**src/rtl/des_pkg.sv**
```systemverilog
// Shared DES constants, expansion table and round-control state type.
package des_pkg;

    localparam int unsigned HALF_W  = 32;
    localparam int unsigned KEY_W   = 48;
    localparam int unsigned BLOCK_W = 64;
    localparam int unsigned ROUNDS  = 16;
    localparam int unsigned RND_W   = 4;

    // E-box: output bit j (1 = MSB) takes input bit E_TABLE[j-1] (1 = MSB).
    localparam int unsigned E_TABLE [KEY_W] = '{
        32,  1,  2,  3,  4,  5,
         4,  5,  6,  7,  8,  9,
         8,  9, 10, 11, 12, 13,
        12, 13, 14, 15, 16, 17,
        16, 17, 18, 19, 20, 21,
        20, 21, 22, 23, 24, 25,
        24, 25, 26, 27, 28, 29,
        28, 29, 30, 31, 32,  1
    };

    typedef enum logic {
        ST_IDLE = 1'b0,
        ST_BUSY = 1'b1
    } state_e;

endpackage

```
**src/rtl/des_expand.sv**
```systemverilog
// Combinational 32-to-48 DES expansion (E-box); shared with the decrypt path.
module des_expand
    import des_pkg::*;
(
    input  logic [HALF_W-1:0] r_i,
    output logic [KEY_W-1:0]  e_o
);

    // Pure wiring: each output bit is a copy of one input bit.
    for (genvar j = 1; j <= int'(KEY_W); j++) begin : g_ebit
        assign e_o[KEY_W-j] = r_i[HALF_W-E_TABLE[j-1]];
    end

endmodule

```
**src/rtl/des_round_engine.sv**
```systemverilog
// Iterative DES Feistel round engine: one round per clock, 16 rounds per block.
module des_round_engine
    import des_pkg::*;
(
    input  logic               clk,
    input  logic               rst_n,
    input  logic               start,
    input  logic [BLOCK_W-1:0] data_in,
    input  logic [KEY_W-1:0]   subkey,
    input  logic [HALF_W-1:0]  f_in,
    output logic [KEY_W-1:0]   sbox_in,
    output logic [RND_W-1:0]   round_idx,
    output logic               busy,
    output logic               done,
    output logic [BLOCK_W-1:0] data_out
);

    state_e              state_q, state_d;
    logic [HALF_W-1:0]   l_q, l_d;
    logic [HALF_W-1:0]   r_q, r_d;
    logic [RND_W-1:0]    cnt_q, cnt_d;
    logic                done_q, done_d;
    logic [BLOCK_W-1:0]  dout_q, dout_d;
    logic [KEY_W-1:0]    e_r;

    des_expand u_expand (
        .r_i (r_q),
        .e_o (e_r)
    );

    // State register; reset aborts any block in flight.
    always_ff @(posedge clk or negedge rst_n) begin
        if (!rst_n) begin
            state_q <= ST_IDLE;
            l_q     <= '0;
            r_q     <= '0;
            cnt_q   <= '0;
            done_q  <= 1'b0;
            dout_q  <= '0;
        end else begin
            state_q <= state_d;
            l_q     <= l_d;
            r_q     <= r_d;
            cnt_q   <= cnt_d;
            done_q  <= done_d;
            dout_q  <= dout_d;
        end
    end

    // Round control: load when idle, otherwise run one Feistel round per cycle.
    always_comb begin
        state_d = state_q;
        l_d     = l_q;
        r_d     = r_q;
        cnt_d   = cnt_q;
        done_d  = 1'b0;
        dout_d  = dout_q;
        unique case (state_q)
            ST_IDLE: begin
                if (start) begin
                    l_d     = data_in[BLOCK_W-1:HALF_W];
                    r_d     = data_in[HALF_W-1:0];
                    cnt_d   = '0;
                    state_d = ST_BUSY;
                end
            end
            ST_BUSY: begin
                l_d   = r_q;
                r_d   = l_q ^ f_in;
                cnt_d = cnt_q + RND_W'(1);
                if (cnt_q == RND_W'(ROUNDS - 1)) begin
                    // Last round: output is {R16, L16}, undoing the final swap.
                    state_d = ST_IDLE;
                    done_d  = 1'b1;
                    dout_d  = {l_q ^ f_in, r_q};
                end
            end
            default: state_d = ST_IDLE;
        endcase
    end

    assign sbox_in   = e_r ^ subkey;
    assign round_idx = cnt_q;
    assign busy      = (state_q == ST_BUSY);
    assign done      = done_q;
    assign data_out  = dout_q;

endmodule

```
**config.mk**
```make
export PLATFORM = sky130hd
export DESIGN_NAME = des_round_engine
export DESIGN_NICKNAME = d
export VERILOG_FILES = /design/src/rtl/des_pkg.sv /design/src/rtl/des_expand.sv /design/src/rtl/des_round_engine.sv
export SDC_FILE = /design/constraint.sdc
export NUM_CORES = 1
export LEC_CHECK = 0
export BUFFER_PORTS_ARGS = -buffer_cell sky130_fd_sc_hd__buf_2
export CORE_ASPECT_RATIO = 1.5
export CORE_MARGIN = 4
export CORE_UTILIZATION = 30
export CTS_BUF_LIST = sky130_fd_sc_hd__clkbuf_4
export DETAILED_ROUTE_END_ITERATION = 6
export PLACE_DENSITY = 0.64
export SLEW_MARGIN = 0
export SYNTH_ARGS = -nofsm -noshare
export SYNTH_HDL_FRONTEND = slang
export SYNTH_SLANG_ARGS = --single-unit
```
**constraint.sdc**
```tcl
create_clock -name clk -period 3.6 [get_ports clk]
set_input_delay 0.72 -clock clk [delete_from_list [all_inputs] [get_ports clk]]
set_output_delay 0.72 -clock clk [all_outputs]
set_load 0.03 [all_outputs]
```
==> metrics, run 1 <==
outcome finished, final reports clean; total track usage 14.3%; Routed wire per std cell 14.5 um; Synth Register Bits 134; initial antenna violation count 1; DRT iter0 DRCs 182; cells on worst reg2reg path 5; critical path class register to primary output; Rel. slew slack 21.6%; Core ar. 20,600 um2; sw power 3.87 mW; Worst Path Required 2.88 ns; Filler cells 2,107; Max Cap Violations 0; Int Power 3.77 mW; vias in the first global route 5,333; Placer Congestion 0.796; root buffer cell clkbuf_4; Syn Std Cell Area 6340 um2; Static Leak 4.49 nW; Via Count 5,210; worst skew pair latency 0.52 ns; Overflow after GRT 0; final setup fails 0; Final TNS setup 0 ns; maximum number of pins on one net before global-route repair 79; Initial Util 30.8%; Worst Path Arrival 1.66 ns; row count 64; Mapped Cells 650; sequential share of the synthesized area 52.9%; CP max FO 59; DRT Pass-1 Iters 4; Die X 127 um; die area 23,600 um2; DRC errors left 0; worst-path cell chain buf_2; Clock transition at path regs 0.14 ns; Ys Warns 0; Tcrit/Tclk final 66.2%; Hold Path Stages 3; RSZ-0062 raised after global routing false; clock period minus worst slack 2.38 ns; leading area contributor after synthesis dfrtp_1; Crit path max-delay family flip-flops; Crit-path slowest cell dfrtp_4; H-tree depth 4; R2R Setup Slk 1.62 ns; CTS buffer count 17; Critical R2R Launch busy; worst stage delay on the critical path 0.84 ns; syn_area_per_cell 9.75 um2; die height 186 um; PwrDens 946 nW/um2; Cells after DPL 1,146; switching share of power 50.6%; worst r2r dst data_out[56]; max-slew violations 0; CP bufs+invs 1; Longest Clk Path Bufs 2; # Post-CTS Setup Buffers 0; Clock Sink Count 134; post-synth cell types 19; Final Skew 0.0258 ns; worst vdd ir 0.000392 V; io pins 265; port buffer count 264; combinational power share 49.5%; Synth top area share 52.9%; Area Growth Syn to Fin 27.4%; Clk pwr share 11.9%; share of power burned in registers 38.6%; min-delay worst type input port to register; Fin. Hold Viols 0; CP endpoint kind primary output; Synth Net Count 798; non-filler cells, final 1,180; fmax 420 MHz; # resized after CTS 0; CTS tree done; Area contributors post-synth dfrtp_1, nand2_1, xor2_1, mux2i_1, o21ai_0; Hold EP l_q[5]; worst-margin pin slew 1.18 ns; DP HPWL 12,200 um; vias per cell 4.42; total wire length 17,100 um; critical hold path startpoint data_in[37]; crit path launch type register; Antenna Nets Post-Route 0; share of cells above drive strength 1 33.1%; final net count 1,050; first-pass GRT wire length 27,100 um
-- state kept, by name (all words and copies together) (netlist names) --
name / cells
data_out: 64
round_idx: 4
l_q: 32
busy: 1
done: 1
r_q: 32
-- what timing repair did --
item,CTS,global route
endpoints found under the setup margin,0,0
hold buffers,1,0
hold endpoints to repair,13,0
-- through the flow --
stage                     power [mW]  setup slack (ns)  hold slack [ns]  area, um2  util [%]
after floorplan                 5.62              1.67            0.424       6340         -
after global placement          6.75              1.43            0.453       7820      38.0
after detailed placement        6.84              1.40            0.457       7820      38.0
after CTS                       7.77              1.11            0.376       8080      39.2
after global routing            8.24              1.05            0.403       8080      39.3
final                           7.64              1.22            0.460       8080      39.3
-- final cells by class --
| class | instances | area, um2 | share of cell area, % |
|---|---|---|---|
| sequential | 134 | 3360 | 41.6 |
| clock inverter | 15 | 119 | 1.47 |
| tap | 264 | 330 | 4.09 |
| multi-input combinational | 478 | 2740 | 33.9 |
| timing repair buffer | 270 | 1400 | 17.4 |
| antenna | 1 | 2.50 | 0.0310 |
| inverter | 1 | 3.75 | 0.0465 |
| clock buffer | 17 | 128 | 1.58 |
-- synth_stat cells --
library cell	number
a22o_1	2
buf_2	18
buf_4	5
buf_6	7
buf_8	2
clkbuf_1	5
dfrtp_1	134
ha_1	1
inv_2	1
mux2i_1	65
nand2_1	257
nand2b_1	2
nand3_1	1
nand4_2	1
nor2_1	2
o21ai_0	36
o21ai_1	29
xnor2_1	1
xor2_1	81
-- placed cells by master, fill, tap and decap left out, drive strengths merged --
master	synthesis	layout
a22o	2	2
xor2	81	81
xnor2	1	1
mux2i	65	65
nand2b	2	2
clkinvlp	0	2
clkinv	0	7
nand2	257	257
dlygate4sd3	0	1
nand3	1	1
buf	32	269
ha	1	1
diode	0	1
dfrtp	134	134
nor2	2	2
nand4	1	1
clkbuf	5	17
inv	1	7
o21ai	65	65
-- kinds of logic (layout without fill, tap and decap cells) --
family	Yosys count	count (layout)	share of synthesized area, %
multiplexers	65	65	10.3
XOR/XNOR	82	82	11.3
AO/OA/AOI/OAI	67	67	5.41
AND/OR/NAND/NOR	263	263	15.8
adder cells (fa/ha/maj)	1	1	0.197
flip-flops	134	134	52.9
buffers and inverters	38	303	4.09
other	0	1	0
-- layer usage --
metal,GRT usage [%],up-vias,wire length (um)
li1,-,2584,-
met1,16.3,2460,6860
met2,26.4,150,9180
met3,3.01,16,767
met4,4.68,0,312
met5,0,-,0
-- how the worst max path moves through the flow --
| stage | startpoint | to | slack (ns) | cells past startpoint |
|---|---|---|---|---|
| floorplan | subkey[33] | sbox_in[33] | 1.67 | 1 |
| global placement | start | round_idx[3] | 1.43 | 3 |
| detailed placement | start | round_idx[3] | 1.40 | 3 |
| CTS | busy | busy | 1.11 | 1 |
| global route | busy | busy | 1.05 | 1 |
| finish | busy | busy | 1.22 | 1 |
-- power groups by stage --
stage | Combinational [mW] | Clock, mW | Sequential [mW]
after floorplan | 2.12 | 0 | 3.51
after global placement | 3.77 | 0 | 2.97
after detailed placement | 3.85 | 0 | 2.99
after CTS | 3.85 | 0.959 | 2.97
after global routing | 4.14 | 1.02 | 3.08
final | 3.78 | 0.906 | 2.95
(Power assumes the default switching activity.)
==> run 2, diff against run 1 <==
--- a/config.mk
+++ b/config.mk
@@ -11,7 +11,7 @@
 export CORE_UTILIZATION = 30
 export CTS_BUF_LIST = sky130_fd_sc_hd__clkbuf_4
 export DETAILED_ROUTE_END_ITERATION = 6
-export PLACE_DENSITY = 0.64
+export PLACE_DENSITY = 0.66
 export SLEW_MARGIN = 0
 export SYNTH_ARGS = -nofsm -noshare
 export SYNTH_HDL_FRONTEND = slang
==> constraint.sdc (replaced) <==
create_clock -name clk -period 2.08 [get_ports clk]
set_input_delay 0.416 -clock clk [delete_from_list [all_inputs] [get_ports clk]]
set_output_delay 0.416 -clock clk [all_outputs]
set_load 0.03 [all_outputs]
==> metrics, run 2 (synthesized netlist as in run 1, its figures left out) <==
max-slew violations 0 (unchanged); H-tree depth 4 (unchanged); final setup fails 0 (unchanged); min-delay worst type input port to register; CP max FO 5 (-92%); clock period minus worst slack 1.79 ns; Clock Sink Count 134 (unchanged); maximum number of pins on one net before global-route repair 69 (-13%); total track usage 14.1% (-0.16 points); Crit path max-delay family flip-flops; FF/Latch Area 3360 um2 (unchanged); Util after Layout 39.9% (+0.67 points); Initial Util 30.8% (unchanged); Die X 127 um (unchanged); most frequent cells in the layout buf_2, nand2_1, dfrtp_1, xor2_1, mux2i_1; CTS buffer count 17 (unchanged); Static Leak 4.56 nW (+1.6%); worst vdd ir 0.000720 V (+84%); Final Skew 0.0218 ns (-0.00397 ns); worst-margin pin slew 0.579 ns (-0.596 ns); Overflow after GRT 0 (unchanged); die height 186 um (unchanged); CP bufs+invs 1 (unchanged); total wire length 16,900 um (-1.3%); crit path launch type register; Longest Clk Path Bufs 2 (unchanged); row count 64 (unchanged); Crit-path slowest cell dfrtp_1; Area Growth Syn to Fin 29.6%; Min Hold Slack 0.177 ns (-0.283 ns); Tcrit/Tclk final 86.3%; non-filler cells, final 1,184 (+0.34%); Fin. Hold Viols 0 (unchanged); Worst Path Required 1.66 ns (-1.22 ns); vias in the first global route 5,351 (+0.34%); DRC errors left 0 (unchanged); outcome finished, final reports clean; Largest register FFs 64 (unchanged); # resized after CTS 0 (unchanged); Placer Congestion 0.773 (-2.8%); Final TNS setup 0 ns (unchanged); Antenna Nets Post-Route 0 (unchanged); Max Cap Violations 0 (unchanged); critical path class register to primary output; port buffer count 264 (unchanged); Routed wire per std cell 14.3 um (-1.7%); initial antenna violation count 1 (unchanged); worst skew pair latency 0.51 ns (about the same); Filler cells 2,083 (-1.1%); Multi-input gate area 2740 um2 (unchanged); RSZ-0062 raised after global routing false; Worst Path Arrival 1.38 ns (-0.28 ns); CP endpoint kind primary output; final net count 1,057 (+0.67%); DP HPWL 12,600 um (+3.0%); Cells after DPL 1,153 (+0.61%); worst stage delay on the critical path 0.46 ns (-0.38 ns); PwrDens 1650 nW/um2 (+75%); Clock transition at path regs 0.12 ns (-0.02 ns); first-pass GRT wire length 26,800 um (-1.1%); io pins 265 (unchanged); Via Count 5,248 (+0.73%); fmax 557 MHz; CTS tree done; root buffer cell clkbuf_4; DRT iter0 DRCs 278 (+53%); Rel. slew slack 61.4% (+40 points); DRT Pass-1 Iters 5 (+1); worst-path cell chain xor2_1, buf_2; die area 23,600 um2 (unchanged); most common cell after layout, fill and taps aside buf_2; vias per cell 4.43 (+0.39%); share of cells above drive strength 1 33.4% (+0.29 points); Core ar. 20,600 um2 (unchanged)
-- run 2: cell types whose count changed in the layout (fill, tap and decap cells not counted), sizes merged --
cell	delta
clkinv	-3
buf	+7
inv	-6
clkbuf	+3
bufinv	+3
-- run 2: path summary, 6_finish.rpt --
kind | startpoint | endpoint | slack [ns] | cells past startpoint
setup / recovery | r_q[27] | sbox_in[40] | 0.29 | 2
hold / removal | data_in[41] | l_q[9] | 0.18 | 3
setup reg to reg | round_idx[0] | data_out[16] | 0.59 | 6
hold reg to reg | data_out[15] | data_out[15] | 0.48 | 2
max in group asynchronous | rst_n | l_q[30] | 1.04 | 3
min in group asynchronous | rst_n | data_out[44] | 0.46 | 2
-- run 2: cell type report --
class / instances / share of cell area, %
sequential: 134 / 40.9
multi-input combinational: 478 / 33.3
timing repair buffer: 277 / 18.3
tap: 264 / 4.02
clock buffer: 20 / 1.83
clock inverter: 9 / 1.60
inverter: 1 / 0.0457
antenna: 1 / 0.0305
-- run 2: worst min-delay path, stage by stage --
cell and delay [ns]:
buf_2 0.08, mux2i_1 0.05, o21ai_1 0.10
-- run 2: per-stage QoR --
stage	total power [mW]	area [um2]	setup slack [ns]
6_report	13.6	8220	0.286
5_1_grt	14.6	8220	0.150
4_1_cts	13.8	8210	0.197
3_5_place_dp	11.9	7920	0.594
3_3_place_gp	11.8	7920	0.636
2_1_floorplan	9.73	6340	0.604
-- run 2: routing by layer --
metal	wire length [um]	vias to the layer above	global-route usage [%]
li1	-	2602	-
met1	6590	2468	16.2
met2	8940	160	25.3
met3	962	18	3.42
met4	402	0	5.32
met5	0	-	0
-- run 2: what timing repair did --
| item | in CTS | in global routing |
|---|---|---|
| buffers inserted | 0 | 0 |
| endpoints found under the hold margin | 55 | 0 |
| hold buffers | 1 | 0 |
-- run 2: report_power, final --
part | switching (mW) | total [mW] | internal (mW)
combinational | 4.62 | 6.80 | 2.18
clock | 0.929 | 1.78 | 0.853
sequential | 1.08 | 4.98 | 3.91
==> run 3, diff against run 2 <==
--- a/config.mk
+++ b/config.mk
@@ -11,7 +11,7 @@
 export CORE_UTILIZATION = 30
 export CTS_BUF_LIST = sky130_fd_sc_hd__clkbuf_4
 export DETAILED_ROUTE_END_ITERATION = 6
-export PLACE_DENSITY = 0.66
+export PLACE_DENSITY = 0.64
 export SLEW_MARGIN = 0
 export SYNTH_ARGS = -nofsm -noshare
 export SYNTH_HDL_FRONTEND = slang
==> constraint.sdc (replaced) <==
create_clock -name clk -period 1.75 [get_ports clk]
set_input_delay 0.35 -clock clk [delete_from_list [all_inputs] [get_ports clk]]
set_output_delay 0.35 -clock clk [all_outputs]
set_load 0.03 [all_outputs]
==> metrics, run 3 (synthesized netlist as in run 1, its figures left out) <==
Final Skew 0.0255 ns (+0.00365 ns); Core ar. 20,600 um2 (unchanged); Final TNS setup 0 ns (unchanged); total wire length 17,600 um (+4.2%); initial antenna violation count 1 (unchanged); min-delay worst type input port to register; Hold Path Stages 3 (unchanged); Overflow after GRT 0 (unchanged); cells on worst reg2reg path 6 (unchanged); Tcrit/Tclk final 97.6%; CP endpoint kind primary output; Crit-path slowest cell dfrtp_1; crit path launch type register; Worst Path Arrival 1.36 ns (-0.02 ns); Crit path max-delay family flip-flops; vias per cell 4.47 (+0.75%); Initial Util 30.8% (unchanged); Static Leak 4.71 nW (+3.3%); Rel. slew slack 72.8% (+11 points); maximum number of pins on one net before global-route repair 67 (-2.9%); Largest register FFs 64 (unchanged); Clock transition at path regs 0.13 ns (about the same); Fin. Hold Viols 0 (unchanged); final net count 1,085 (+2.6%); DRC errors left 0 (unchanged); row count 64 (unchanged); worst skew pair latency 0.53 ns (+0.02 ns); critical path class register to primary output; Routed wire per std cell 14.5 um (+1.5%); CP bufs+invs 1 (unchanged); die area 23,600 um2 (unchanged); Longest Clk Path Bufs 2 (unchanged); DRT iter0 DRCs 266 (-4.3%); root buffer cell clkbuf_4; worst stage delay on the critical path 0.44 ns (-0.02 ns); CTS tree done; share of cells above drive strength 1 36.5% (+3.1 points); worst-path cell chain xor2_1, buf_4; Critical R2R Launch busy; vias in the first global route 5,450 (+1.9%); port buffer count 264 (unchanged); Via Count 5,426 (+3.4%); worst vdd ir 0.000813 V (+13%); final setup fails 0 (unchanged); cell area after layout 8530 um2 (+3.9%); CP max FO 4 (-1); CTS buffer count 17 (unchanged); worst-margin pin slew 0.409 ns (-0.171 ns); outcome finished, final reports clean; total track usage 14.6% (+0.49 points); die height 186 um (unchanged); Area Growth Syn to Fin 34.6%; Post-DP Area 7940 um2 (+0.25%); io pins 265 (unchanged); Hold EP r_q[29]; Placer Congestion 0.764 (-1.2%); worst r2r dst data_out[47]; H-tree depth 4 (unchanged); first-pass GRT wire length 27,500 um (+2.5%); Clock Sink Count 134 (unchanged); Die X 127 um (unchanged); Antenna Nets Post-Route 0 (unchanged); Worst Path Required 1.40 ns (-0.26 ns); DP HPWL 12,700 um (+1.2%); PwrDens 1970 nW/um2 (+19%); fmax 585 MHz; max-slew violations 0 (unchanged); RSZ-0062 raised after global routing true; most common cell after layout, fill and taps aside nand2_1; DRT Pass-1 Iters 4 (-1); most frequent cells in the layout nand2_1, buf_2, dfrtp_1, xor2_1, buf_4; critical hold path startpoint data_in[29]; clock period minus worst slack 1.71 ns; Max Cap Violations 0 (unchanged); R2R Setup Slk 0.27 ns (-0.32 ns)
## run 3: cell count changes in the layout (fill, tap and decap cells not counted), sizes merged
cell,delta
inv,+1
clkbuf,-1
clkinv,+6
bufinv,-2
buf,+27
## run 3: final cells by class
type                            instances  area [um2]
Fill cell                            2092       12000
Inverter                                1        3.75
Clock buffer                           18         135
Multi-Input combinational cell        478        2740
Clock inverter                         14         111
Sequential cell                       134        3370
Antenna cell                            1        2.50
Tap cell                              264         330
Timing Repair Buffer                  305        1850
## run 3: worst max path at each step
| stage | from | endpoint | slack (ns) | depth (start not counted) |
|---|---|---|---|---|
| after floorplan | round_idx[0] | data_out[11] | 0.27 | 6 |
| after global placement | round_idx[0] | data_out[19] | 0.37 | 5 |
| after detailed placement | round_idx[0] | data_out[55] | 0.31 | 5 |
| after CTS | r_q[3] | sbox_in[6] | -0.04 | 2 |
| after global routing | r_q[3] | sbox_in[4] | -0.08 | 2 |
| final | r_q[3] | sbox_in[6] | 0.04 | 2 |
## run 3: power by group
part           internal [mW]  leakage (nW)  total [mW]  switching [mW]
registers               4.67          1.60        5.86            1.19
clock network          0.705         0.134        1.88            1.17
logic                   3.30          2.97        9.04            5.74
total                   8.68          4.71        16.8            8.10
## run 3: tightest hold or removal path, stage by stage
cell     delay, ns
buf_2         0.08
mux2i_1       0.06
o21ai_1       0.10
## run 3: per-layer routing
metal,vias up,GRT usage [%],wire length [um]
li1,2654,-,-
met1,2601,15.6,6510
met2,155,28.0,9870
met3,16,3.45,932
met4,0,4.81,280
met5,-,0,0
## run 3: stage by stage
stage / power [mW] / hold slack, ns / cells / setup WS [ns] / util, %
floorplan: 11.6 / 0.0544 / 650 / 0.274 / -
global placement: 14.1 / 0.293 / 1154 / 0.373 / 38.6
detailed placement: 14.2 / 0.291 / 1154 / 0.306 / 38.6
CTS: 16.7 / 0.0241 / 1200 / -0.0410 / 40.8
global route: 18.1 / 0.0322 / 1215 / -0.0760 / 41.5
finish: 16.8 / 0.0921 / 1215 / 0.0414 / 41.5
## run 3: what timing repair did
item                                    CTS  global route
endpoints found under the setup margin   42            47
setup buffers                            13            14
gates resized for setup                  41            31
endpoints found under the hold margin    32             0
hold buffers                              1             0
pin swaps                                 7            30
